**src/rtl/m_arbiter_port_pkg.sv**
```systemverilog
// Types shared between the per-master arbiter port and the central arbiter controller.
package a_definitions;

    localparam int DEF_NO_SLAVES   = 3;
    localparam int DEF_ACK_TIMEOUT = 16;

    typedef enum logic [1:0] {
        WAIT   = 2'b00,
        STOP_S = 2'b01,
        STOP_P = 2'b10,
        CLEAR  = 2'b11
    } ctrl_cmd_t;

    typedef enum logic [1:0] {
        END_COM  = 2'b00,
        NAK      = 2'b01,
        WAIT_ACK = 2'b10,
        COM_     = 2'b11
    } mst_cmd_t;

    typedef enum logic [2:0] {
        IDLE,
        REQ,
        ACKW,
        COM,
        STOPW,
        HOLD,
        FIN
    } port_state_t;

    function automatic logic is_stop(input ctrl_cmd_t c);
        return (c == STOP_P) || (c == STOP_S);
    endfunction

endpackage

```
**src/rtl/m_arbiter_port_ack_timer.sv**
```systemverilog
// Saturating wait counter for the slave acknowledge window; expire flags the last allowed cycle.
module m_ack_timer #(
    parameter int ACK_TIMEOUT = 16
) (
    input  logic clk,
    input  logic rst,
    input  logic load_i,
    input  logic en_i,
    output logic expire_o
);

    localparam int TW = $clog2(ACK_TIMEOUT + 1);
    localparam logic [TW-1:0] CNT_MAX  = TW'(ACK_TIMEOUT);
    localparam logic [TW-1:0] CNT_LAST = TW'(ACK_TIMEOUT - 1);

    logic [TW-1:0] cnt_q, cnt_d;

    always_comb begin
        cnt_d = cnt_q;
        if (load_i) begin
            cnt_d = '0;
        end else if (en_i && (cnt_q != CNT_MAX)) begin
            cnt_d = cnt_q + 1'b1;
        end
    end

    // NOTE: sequential state uses non-blocking assignments so every flop samples pre-edge values.
    always_ff @(posedge clk or posedge rst) begin
        if (rst) begin
            cnt_q <= '0;
        end else begin
            cnt_q <= cnt_d;
        end
    end

    assign expire_o = (cnt_q == CNT_LAST);

endmodule

```
**src/rtl/m_arbiter_port.sv**
```systemverilog
// Per-master handshake port: turns core requests into arbiter slave-id requests,
// answers grants with ACK/NAK and relays STOP_P/STOP_S pre-emption back to the core.
module m_arbiter_port
    import a_definitions::*;
#(
    parameter int NO_SLAVES   = DEF_NO_SLAVES,
    parameter int S_ID_WIDTH  = $clog2(NO_SLAVES + 1),
    parameter int ACK_TIMEOUT = DEF_ACK_TIMEOUT
) (
    input  logic                  clk,
    input  logic                  rst,
    input  logic                  req,
    input  logic [S_ID_WIDTH-1:0] req_slave,
    input  logic                  xfer_done,
    input  logic                  core_idle,
    input  logic                  slave_ack,
    input  ctrl_cmd_t             cmd,
    output logic [S_ID_WIDTH-1:0] id,
    output mst_cmd_t              com_state,
    output logic                  done,
    output logic                  grant,
    output logic                  stop,
    output logic                  nak_pulse
);

    port_state_t           state_q, state_d;
    ctrl_cmd_t             cmd_q;
    logic [S_ID_WIDTH-1:0] slv_q, slv_d;
    logic [S_ID_WIDTH-1:0] id_q, id_d;
    mst_cmd_t              com_q, com_d;
    logic                  done_q, done_d;
    logic                  grant_q, grant_d;
    logic                  stop_q, stop_d;
    logic                  nak_q, nak_d;
    logic                  tmr_load, tmr_en, tmr_expire;
    logic                  clr_edge, slave_valid;

    // Only a fresh CLEAR is a grant; a CLEAR level left over from a previous owner is not.
    assign clr_edge    = (cmd == CLEAR) && (cmd_q != CLEAR);
    assign slave_valid = (req_slave != '0) && (int'(req_slave) <= NO_SLAVES);

    m_ack_timer #(
        .ACK_TIMEOUT(ACK_TIMEOUT)
    ) u_ack_timer (
        .clk     (clk),
        .rst     (rst),
        .load_i  (tmr_load),
        .en_i    (tmr_en),
        .expire_o(tmr_expire)
    );

    // NOTE: every combinational output gets a default first, so no path can infer a latch.
    always_comb begin
        state_d  = state_q;
        slv_d    = slv_q;
        id_d     = id_q;
        com_d    = com_q;
        done_d   = done_q;
        grant_d  = grant_q;
        stop_d   = stop_q;
        nak_d    = 1'b0;
        tmr_load = 1'b0;
        tmr_en   = 1'b0;

        unique case (state_q)
            IDLE: begin
                if (req) begin
                    if (slave_valid) begin
                        slv_d   = req_slave;
                        id_d    = req_slave;
                        state_d = REQ;
                    end else begin
                        nak_d = 1'b1;
                    end
                end
            end
            REQ: begin
                if (clr_edge) begin
                    tmr_load = 1'b1;
                    state_d  = ACKW;
                end
            end
            ACKW: begin
                // stop is still set when resuming after HOLD; the new grant releases it.
                if (slave_ack) begin
                    com_d   = COM_;
                    grant_d = 1'b1;
                    stop_d  = 1'b0;
                    state_d = COM;
                end else if (tmr_expire) begin
                    com_d   = NAK;
                    nak_d   = 1'b1;
                    id_d    = '0;
                    state_d = FIN;
                end else begin
                    tmr_en = 1'b1;
                end
            end
            COM: begin
                if (xfer_done) begin
                    com_d   = END_COM;
                    grant_d = 1'b0;
                    id_d    = '0;
                    state_d = FIN;
                end else if (cmd == STOP_P) begin
                    stop_d  = 1'b1;
                    state_d = STOPW;
                end else if (cmd == STOP_S) begin
                    stop_d  = 1'b1;
                    grant_d = 1'b0;
                    done_d  = 1'b1;
                    state_d = HOLD;
                end
            end
            STOPW: begin
                if (core_idle || xfer_done) begin
                    grant_d = 1'b0;
                    done_d  = 1'b1;
                    state_d = HOLD;
                end
            end
            HOLD: begin
                if (!is_stop(cmd)) begin
                    done_d  = 1'b0;
                    com_d   = WAIT_ACK;
                    state_d = REQ;
                end
            end
            FIN: begin
                com_d   = WAIT_ACK;
                stop_d  = 1'b0;
                state_d = IDLE;
            end
            default: state_d = IDLE;
        endcase
    end

    always_ff @(posedge clk or posedge rst) begin
        if (rst) begin
            state_q <= IDLE;
            cmd_q   <= WAIT;
            slv_q   <= '0;
            id_q    <= '0;
            com_q   <= WAIT_ACK;
            done_q  <= 1'b0;
            grant_q <= 1'b0;
            stop_q  <= 1'b0;
            nak_q   <= 1'b0;
        end else begin
            state_q <= state_d;
            cmd_q   <= cmd;
            slv_q   <= slv_d;
            id_q    <= id_d;
            com_q   <= com_d;
            done_q  <= done_d;
            grant_q <= grant_d;
            stop_q  <= stop_d;
            nak_q   <= nak_d;
        end
    end

    assign id        = id_q;
    assign com_state = com_q;
    assign done      = done_q;
    assign grant     = grant_q;
    assign stop      = stop_q;
    assign nak_pulse = nak_q;

endmodule

```
**config.mk**
```make
export PLATFORM = sky130hd
export DESIGN_NAME = m_arbiter_port
export DESIGN_NICKNAME = d
export VERILOG_FILES = /design/src/rtl/m_arbiter_port_pkg.sv /design/src/rtl/m_arbiter_port_ack_timer.sv /design/src/rtl/m_arbiter_port.sv
export SDC_FILE = /design/constraint.sdc
export NUM_CORES = 1
export LEC_CHECK = 0
export ABC_AREA = 0
export CAP_MARGIN = 15
export CORE_ASPECT_RATIO = 0.8
export CORE_MARGIN = 1
export CORE_UTILIZATION = 55
export DETAILED_ROUTE_END_ITERATION = 16
export PLACE_DENSITY_LB_ADDON = 0.1
export REMOVE_ABC_BUFFERS = 1
export SETUP_SLACK_MARGIN = 0.15
export SKIP_LAST_GASP = 1
export SLEW_MARGIN = 20
export SYNTH_ARGS = -nofsm -noshare
export SYNTH_HDL_FRONTEND = slang
export SYNTH_HIERARCHICAL = 1
export SYNTH_SLANG_ARGS = --single-unit
```
**constraint.sdc**
```tcl
create_clock -name clk -period 5.9 [get_ports clk]
set_input_delay 0.885 -clock clk [delete_from_list [all_inputs] [get_ports clk]]
set_output_delay 0.885 -clock clk [all_outputs]
set_load 0.005 [all_outputs]
```
## Word level (Yosys, flattened, before mapping)

Index checks and enable logic that the tools add are counted.

| word-level totals | value |
|---|---|
| output and inout bits | 8 |
| bits in registers | 18 |

| operators by class | value |
|---|---|
| muxes and demuxes | 49 |
| add/sub/neg operators | 1 |
| reductions and logical operators | 18 |
| eq/ne operators | 29 |

Operators with widths:

| operator | number |
|---|---|
| $mux W3 | 10 |
| $ne A2 B2 Y1 const B | 13 |
| $mux W1 | 22 |
| $pmux W3 S6 | 1 |
| $mux W2 | 8 |
| $ne A3 B3 Y1 const B | 4 |
| $reduce_and A6 Y1 | 2 |
| $reduce_bool A3 Y1 | 4 |
| $mux W5 | 2 |
| $eq A3 B3 Y1 const B | 3 |
| $pmux W1 S3 | 3 |
| $pmux W2 S4 | 1 |
| $reduce_and A4 Y1 | 2 |
| $reduce_and A7 Y1 | 1 |
| $eq A3 B2 Y1 const B | 2 |
| $pmux W2 S3 | 1 |
| $add A5 B1 Y5 const B | 1 |
| $eq A5 B4 Y1 const B | 1 |
| $ne A5 B5 Y1 const B | 1 |
| $reduce_and A5 Y1 | 1 |
| $eq A2 B2 Y1 const B | 2 |
| $ne A4 B4 Y1 const B | 1 |
| $reduce_bool A2 Y1 | 2 |
| $reduce_bool A4 Y1 | 1 |
| other kinds (6) | 8 |

## Logic depth before layout (Yosys ltp)

Gate-level depths: netlist of run 1.

| depth | value |
|---|---|
| depth in word-level cells | 7 |
| gate-level depth with buffers | 7 |
| depth with buffers taken out | 7 |

## Cells and area by module

Netlist of run 1, hierarchy kept.

By module, submodules not included:

| module | times used | cells an instance | area an instance (µm²) | sequential area each (µm²) |
|---|---|---|---|---|
| m_arbiter_port | 1 | 91 | 872.1 | 326.6 |
| m_ack_timer | 1 | 30 | 297.8 | 125.1 |

## Worst setup path after synthesis of run 1

No wires, ideal clock.

| timing | value |
|---|---|
| path type | input -> register |
| start point | in cmd[0] |
| end point | reg u_ack_timer.cnt_q[0] |
| path slack | 3.709 ns |
| data required time | 5.775 ns |
| arrival time | 2.066 ns |
| stages | 5 |
| setup time | 0.125 ns |
| cells stage by stage | ha_1 > nand2_1 > nor4_1 > nor2_1 > mux2_4 |

| between the ends | value |
|---|---|
| cells in the longest elaborated chain, start to end | 5 |
| elaborated cells between the ends (all ways) | 6 |

RTL lines:

| element | RTL line | RTL |
|---|---|---|
| start, declared | m_arbiter_port.sv:17 | `input ctrl_cmd_t cmd,` |
| $eq A2 B2 Y1 (*) | m_arbiter_port.sv:39 | `assign clr_edge = (cmd == CLEAR) && (cmd_q != CLEAR);` |
| $logic_and A1 B1 Y1 (*) | m_arbiter_port.sv:39 |  |
| $mux W1 (*) | m_arbiter_port.sv:78 | `if (clr_edge) begin` |
| $mux W1 (*) | m_arbiter_port.sv:65 | `unique case (state_q)` |
| named net tmr_load | m_arbiter_port.sv:35 | `logic tmr_load, tmr_en, tmr_expire;` |
| $mux W5 or $reduce_bool A2 Y1 (tied branches) | n/a |  |
| end signal, assigned | m_arbiter_port_ack_timer.sv:32 | `cnt_q <= cnt_d;` |
| end, declared | m_arbiter_port_ack_timer.sv:16 | `logic [TW-1:0] cnt_q, cnt_d;` |

The timed path passes the listed nets; every way through them passes the cells marked *.
A chain may end at the register's enable or synchronous reset.

## Final worst setup path of run 1

| timing | value |
|---|---|
| start point | in slave_ack |
| end point | reg u_ack_timer.cnt_q[0] |

| between the ends | value |
|---|---|
| cells in the longest elaborated chain, start to end | 4 |

RTL lines:

| element | RTL line | RTL |
|---|---|---|
| start, declared | m_arbiter_port.sv:16 | `input logic slave_ack,` |
| $mux W1 | m_arbiter_port.sv:85 | `if (slave_ack) begin` |
| $mux W1 | m_arbiter_port.sv:65 |  |
| named net tmr_en | m_arbiter_port.sv:35 |  |
| $logic_and A1 B1 Y1 | m_arbiter_port_ack_timer.sv:22 | `end else if (en_i && (cnt_q != CNT_MAX)) begin` |
| $reduce_bool A2 Y1 (no line) | n/a |  |

The timed path passes the listed nets, and every way through them passes these cells.

==> impl_metrics.ini, run 1 <==
[run]
drv_cap = 0

[pwr]
power.density_nw_per_um2 = 415
p_leak_nw = 0.596
max-vdd-ir-drop_uv = 245

[global_routing]
gr-total-overflow = 0
grt_max_degree = 19
grt_pass1_vias = 836
antenna_found_initial = 0
grt_use_total = 0.228
grt_pass1_wl_microns = 3710

[routing]
via_per_inst = 5.75
drc = 0
avgRoutedWirePerCell_microns = 13.7
finalWirelength_microns = 2230
num_vias = 931
drtIter0Drc = 14
ant_nets = 0
dr.pass1.iters = 4

[clock_network]
post_cts_resized = 0
h-tree-depth = 1
cts_buffers = 3
clkTransAtPathRegs_ns = 0.10
cts_tree = done
cts_buffer_depth = 2
hold_buffers = 0
post_cts_buffers = 0
numClockSinks = 18
clk_latency_ns = 0.29
cts-root-buf = clkbuf_4

[placed_design]
dp.cells = 158
port_buffers = 17
placed_area_sq_um = 1330
gp_congestion = 0.773
dp_hpwl_microns = 1680

[finish]
nNetsFinal = 155
final_cell_count_no_fill = 162
area_growth_pct = 16.7
design_area_sq_um = 1370
layout-drive-gt1-share = 0.130
antenna_cells = 0
final_cell_mix = 17 x dfrtp_1, 17 x clkdlybuf4s50_1, 12 x inv_1

[floorplanning]
die_h_microns = 43.3
pin_count = 18
core_sq_um = 1940
die_x_microns = 53.6
dieArea_sq_um = 2320
rows = 14
initial_utilization = 0.602

[sta]
final-max-slew-violation-count = 0
fmax_ghz = 0.405
slew-limit-headroom = 0.514
fin_crit_sh = 0.418
hold_viol = 0
holdWs_ns = 0.509
tightest_slew_ns = 0.722
setup_tns_ns = 0
rsz0062_at_grt = no
setup_viol = 0
period_needed_ns = 2.47
fin_skew_ns = 0.00275

[logic_synthesis]
syn_area_sq_um = 1170
syn_inst = 121
seq_area_frac_synth = 0.386
synth_edf_count = 0
ys_async_sr_fraction = 1.00
synth_ff_type = dfrtp_1
yosysWarnings = 6
avgSynthCellArea_sq_um = 9.67
synth_cell_types = 43
ys_ff_latch = 18

[worst_hold_path]
hp-class = register to register

[worst_setup_path]
crit_path_start_kind = input pin
cp_max_fo = 7
crit_slowest_cell = clkdlybuf4s50_1
path_delay_family = buffers and inverters
endpoint_kind = register
path_buf_inv = 1
cp.arrival_ns = 2.65
cp_cell_sequence = clkdlybuf4s50_1 > nor4_4 > o41a_1 > mux2_4
slowest_delay_ns = 0.56
required_ns = 6.09
timing_worst_setup_path_type = input pin to register
reg2reg_slack_ns = 3.58

[outcome]
outcome = finished, final reports clean
## Yosys cell counts (all sizes together), types with 2 or more instances
cell    number  area [sq um]
nor2b        5          31.3
ha           6          75.1
nor3         6          30.0
a21oi        5          32.5
dfrtp       17           425
a31oi        2          12.5
nor2        11          41.3
xor2         2          17.5
a211oi       3          22.5
o21bai       2          15.0
o31ai        3          22.5
nor4         2          27.5
mux2         3          37.5
inv         13          48.8
o21ai        5          25.0
nand3b       2          18.8
nand2b       5          38.8
nand2        9          48.8
mux2i        3          30.0
a22oi        2          20.0
buf          3          33.8
## logic make-up after synthesis
logic type | synth area share
adder cells (fa/ha/maj) | 0.0642
XOR/XNOR | 0.0150
flip-flops | 0.386
AND/OR/NAND/NOR | 0.237
AO/OA/AOI/OAI | 0.166
multiplexers | 0.0577
buffers and inverters | 0.0738
## state kept, by name, indices dropped and copies added, names as in the netlist
| register | count |
|---|---|
| cmd_q | 2 |
| com_state | 2 |
| done | 1 |
| grant | 1 |
| id | 2 |
| nak_pulse | 1 |
| state_q | 3 |
| stop | 1 |
| u_ack_timer/cnt_q | 5 |
## power breakdown
part / internal, W / leakage (nW) / switching (W)
logic: 0.000146 / 0.360 / 0.000111
registers: 0.000169 / 0.221 / 0.0000750
clock network: 0.0000263 / 0.0150 / 0.0000381
total: 0.000342 / 0.596 / 0.000224
## tightest hold or removal path, stage by stage, from the launching register on
cell     delay, ns
dfrtp_1       0.36
nand2_1       0.05
o21ai_0       0.07
## stage by stage
stage | total power (W) | util | setup slack [ns]
final | 0.000566 | 0.702 | 3.43
after global routing | 0.000614 | 0.702 | 3.38
after CTS | 0.000568 | 0.699 | 3.12
after detailed placement | 0.000502 | 0.685 | 2.81
after global placement | 0.000492 | 0.685 | 2.96
after floorplan | 0.000405 | - | 3.71
## metal layers
layer,vias to the layer above,global-route usage,wire length (microns)
li1,457,-,-
met2,23,0.350,1010
met5,-,0,0
met4,0,0.0632,20
met1,447,0.303,1080
met3,4,0.0753,111
## area by class of cell
cell class                 count  area [sq um]
clock buffer                   4          26.3
fill                         158           579
inverter                      13          48.8
timing repair buffer          17           170
tap                           24          30.0
multi-input combinational     86           638
sequential                    18           452
## final timing paths
| check | end | cells after the start | start |
|---|---|---|---|
| max in group asynchronous | com_state[1] | 2 | rst |
| min in group asynchronous | u_ack_timer/cnt_q[3] | 2 | rst |
| setup reg to reg | u_ack_timer/cnt_q[0] | 6 | u_ack_timer/cnt_q[0] |
| hold reg to reg | stop | 2 | stop |
| hold / removal | stop | 2 | stop |
| setup / recovery | u_ack_timer/cnt_q[0] | 4 | slave_ack |
(Power assumes the default switching activity.)
==> run 2: changes to the inputs <==
--- a/config.mk
+++ b/config.mk
@@ -9,7 +9,7 @@
 export CAP_MARGIN = 15
 export CORE_ASPECT_RATIO = 0.8
 export CORE_MARGIN = 1
-export CORE_UTILIZATION = 55
+export CORE_UTILIZATION = 47
 export DETAILED_ROUTE_END_ITERATION = 16
 export PLACE_DENSITY_LB_ADDON = 0.1
 export REMOVE_ABC_BUFFERS = 1
==> constraint.sdc (replaced) <==
create_clock -name clk -period 2.2 [get_ports clk]
set_input_delay 0.33 -clock clk [delete_from_list [all_inputs] [get_ports clk]]
set_output_delay 0.33 -clock clk [all_outputs]
set_load 0.005 [all_outputs]
==> run 2 against run 1 <==
Net effect:
- clock-buffer cell count stayed put
- cell count grew 6.2%
- sequential cell count is the same
- wire length up 7.9%
- the flow now finishes with violations (DRC)
- global-route usage down 2.2 points
- sequential share of layout area fell by 1.7 points
- worst setup slack worse by 3.2 ns
- power increased to 2.8 times the previous value
- largest power group unchanged
- first-iteration DRC count grew to 2.6 times the previous value
- combinational power grew to 3.1 times the previous value
- clock power grew to 3.2 times the previous value
- non-clock buffer count rose by 9
==> impl_metrics.ini, run 2 (synthesis gave the netlist of run 1 again) <==
[sta]
slew-limit-headroom = 0.557
fmax_ghz = 0.514
rsz0062_at_grt = no
period_needed_ns = 1.94
fin_crit_sh = 0.884
hold_viol = 0
tightest_slew_ns = 0.664
fin_skew_ns = 0.00856
final-max-slew-violation-count = 0
setup_tns_ns = 0
setup_viol = 0

[finish]
nNetsFinal = 164
antenna_cells = 0
area_growth_pct = 22.9
largest_reg_flops = 5
regMostFlops = u_ack_timer/cnt_q
layout-drive-gt1-share = 0.184
largestRegisters = u_ack_timer/cnt_q x5, state_q x3
final_cell_mix = 17 x dfrtp_1, 17 x clkdlybuf4s50_1, 12 x inv_1
final_cell_count_no_fill = 172

[floorplanning]
initial_utilization = 0.519
die_x_microns = 57.8
rows = 15
die_h_microns = 46.6
pin_count = 18
dieArea_sq_um = 2690
core_sq_um = 2250

[worst_hold_path]
hp-class = input pin to asynchronous set/reset pin

[routing]
met3_length_microns = 154
drc = 3
met1_length_microns = 1250
avgRoutedWirePerCell_microns = 14.0
num_vias = 947
drtIter0Drc = 36
dr.max_layer_used = met4
ant_nets = 0
finalWirelength_microns = 2400
via_per_inst = 5.51
route.met2.wl_microns = 966
dr.pass1.iters = 10

[pwr]
p_int_w = 0.000983
power_frac_comb = 0.491
max-vdd-ir-drop_uv = 586
p_leak_nw = 0.648
swShare = 0.386
power.density_nw_per_um2 = 1110
seq_power_share = 0.381
switchingPower_w = 0.000619
pwr-share-clk = 0.128

[run]
drv_cap = 0

[clock_network]
clkTransAtPathRegs_ns = 0.11
cts_buffer_depth = 2
clk_latency_ns = 0.30
h-tree-depth = 1
cts_buffers = 3
cts-root-buf = clkbuf_4
cts_tree = done
numClockSinks = 18

[global_routing]
antenna_found_initial = 0
grt_pass1_wl_microns = 4040
grt_pass1_vias = 896
gr-total-overflow = 0
grt_max_degree = 16
grt_use_total = 0.206

[worst_setup_path]
required_ns = 2.39
crit_path_start_kind = register
endpoint_kind = register
cp_max_fo = 4
cp.arrival_ns = 2.13
timing_worst_setup_path_type = register to register

[outcome]
outcome = complete, but fails checks
failed_checks = DRC

[placed_design]
gp_congestion = 0.833
port_buffers = 17
dp.cells = 166
dp_hpwl_microns = 1820
==> run 2: path summary, 6_finish.rpt <==
| kind | cells past startpoint | slack (ns) | to | from |
|---|---|---|---|---|
| max in group asynchronous | 2 | 1.45 | com_state[1] | rst |
| min reg2reg | 1 | 0.52 | com_state[0] | com_state[0] |
| min in group clk | 1 | 0.52 | com_state[0] | com_state[0] |
| min | 2 | 0.24 | u_ack_timer/cnt_q[4] | rst |
| max | 6 | 0.26 | u_ack_timer/cnt_q[0] | u_ack_timer/cnt_q[0] |
| max reg2reg | 6 | 0.26 | u_ack_timer/cnt_q[0] | u_ack_timer/cnt_q[0] |
==> run 2: repair_timing <==
action / CTS / global route
hold buffers: 0 / 0
setup buffers: 0 / 2
resized for setup: 0 / 0
endpoints found under the setup margin: 0 / 1
==> run 2: layout make-up <==
cell class                      count  area, sq um
Clock buffer                        4         36.3
Fill cell                         204          815
Inverter                           13         48.8
Multi-Input combinational cell     86          632
Sequential cell                    18          452
Tap cell                           25         31.3
Timing Repair Buffer               26          238
==> run 2: stage by stage <==
step                      instance area, sq um   util  worst slack (ns)  total power (W)  hold slack [ns]
after detailed placement                  1390  0.616             0.175          0.00140            0.515
after CTS                                 1420  0.632             0.247          0.00161            0.240
after floorplan                           1130      -             0.130          0.00109            0.109
after global routing                      1440  0.638             0.152          0.00173            0.272
after global placement                    1390  0.616             0.255          0.00137            0.499
final                                     1440  0.638             0.255          0.00160            0.237
==> run 2: worst max-delay path: stages (launching register included) <==
cell and delay, ns:
dfrtp_1 0.42, ha_1 0.24, and3_1 0.19, ha_1 0.22, nor4_4 0.24, o41a_1 0.23
mux2_4 0.30
==> run 2: power by group through the flow <==
stage	combinational [W]	clock (W)	sequential, W
2_1_floorplan	0.000465	0	0.000622
3_3_place_gp	0.000763	0	0.000609
3_5_place_dp	0.000779	0	0.000616
4_1_cts	0.000784	0.000213	0.000609
5_1_grt	0.000867	0.000227	0.000633
6_report	0.000786	0.000206	0.000610
==> run 2: per-layer routing <==
layer,vias to the layer above,global-route usage
met5,-,0
met2,35,0.302
met3,6,0.0618
li1,474,-
met4,0,0.0762
met1,432,0.287
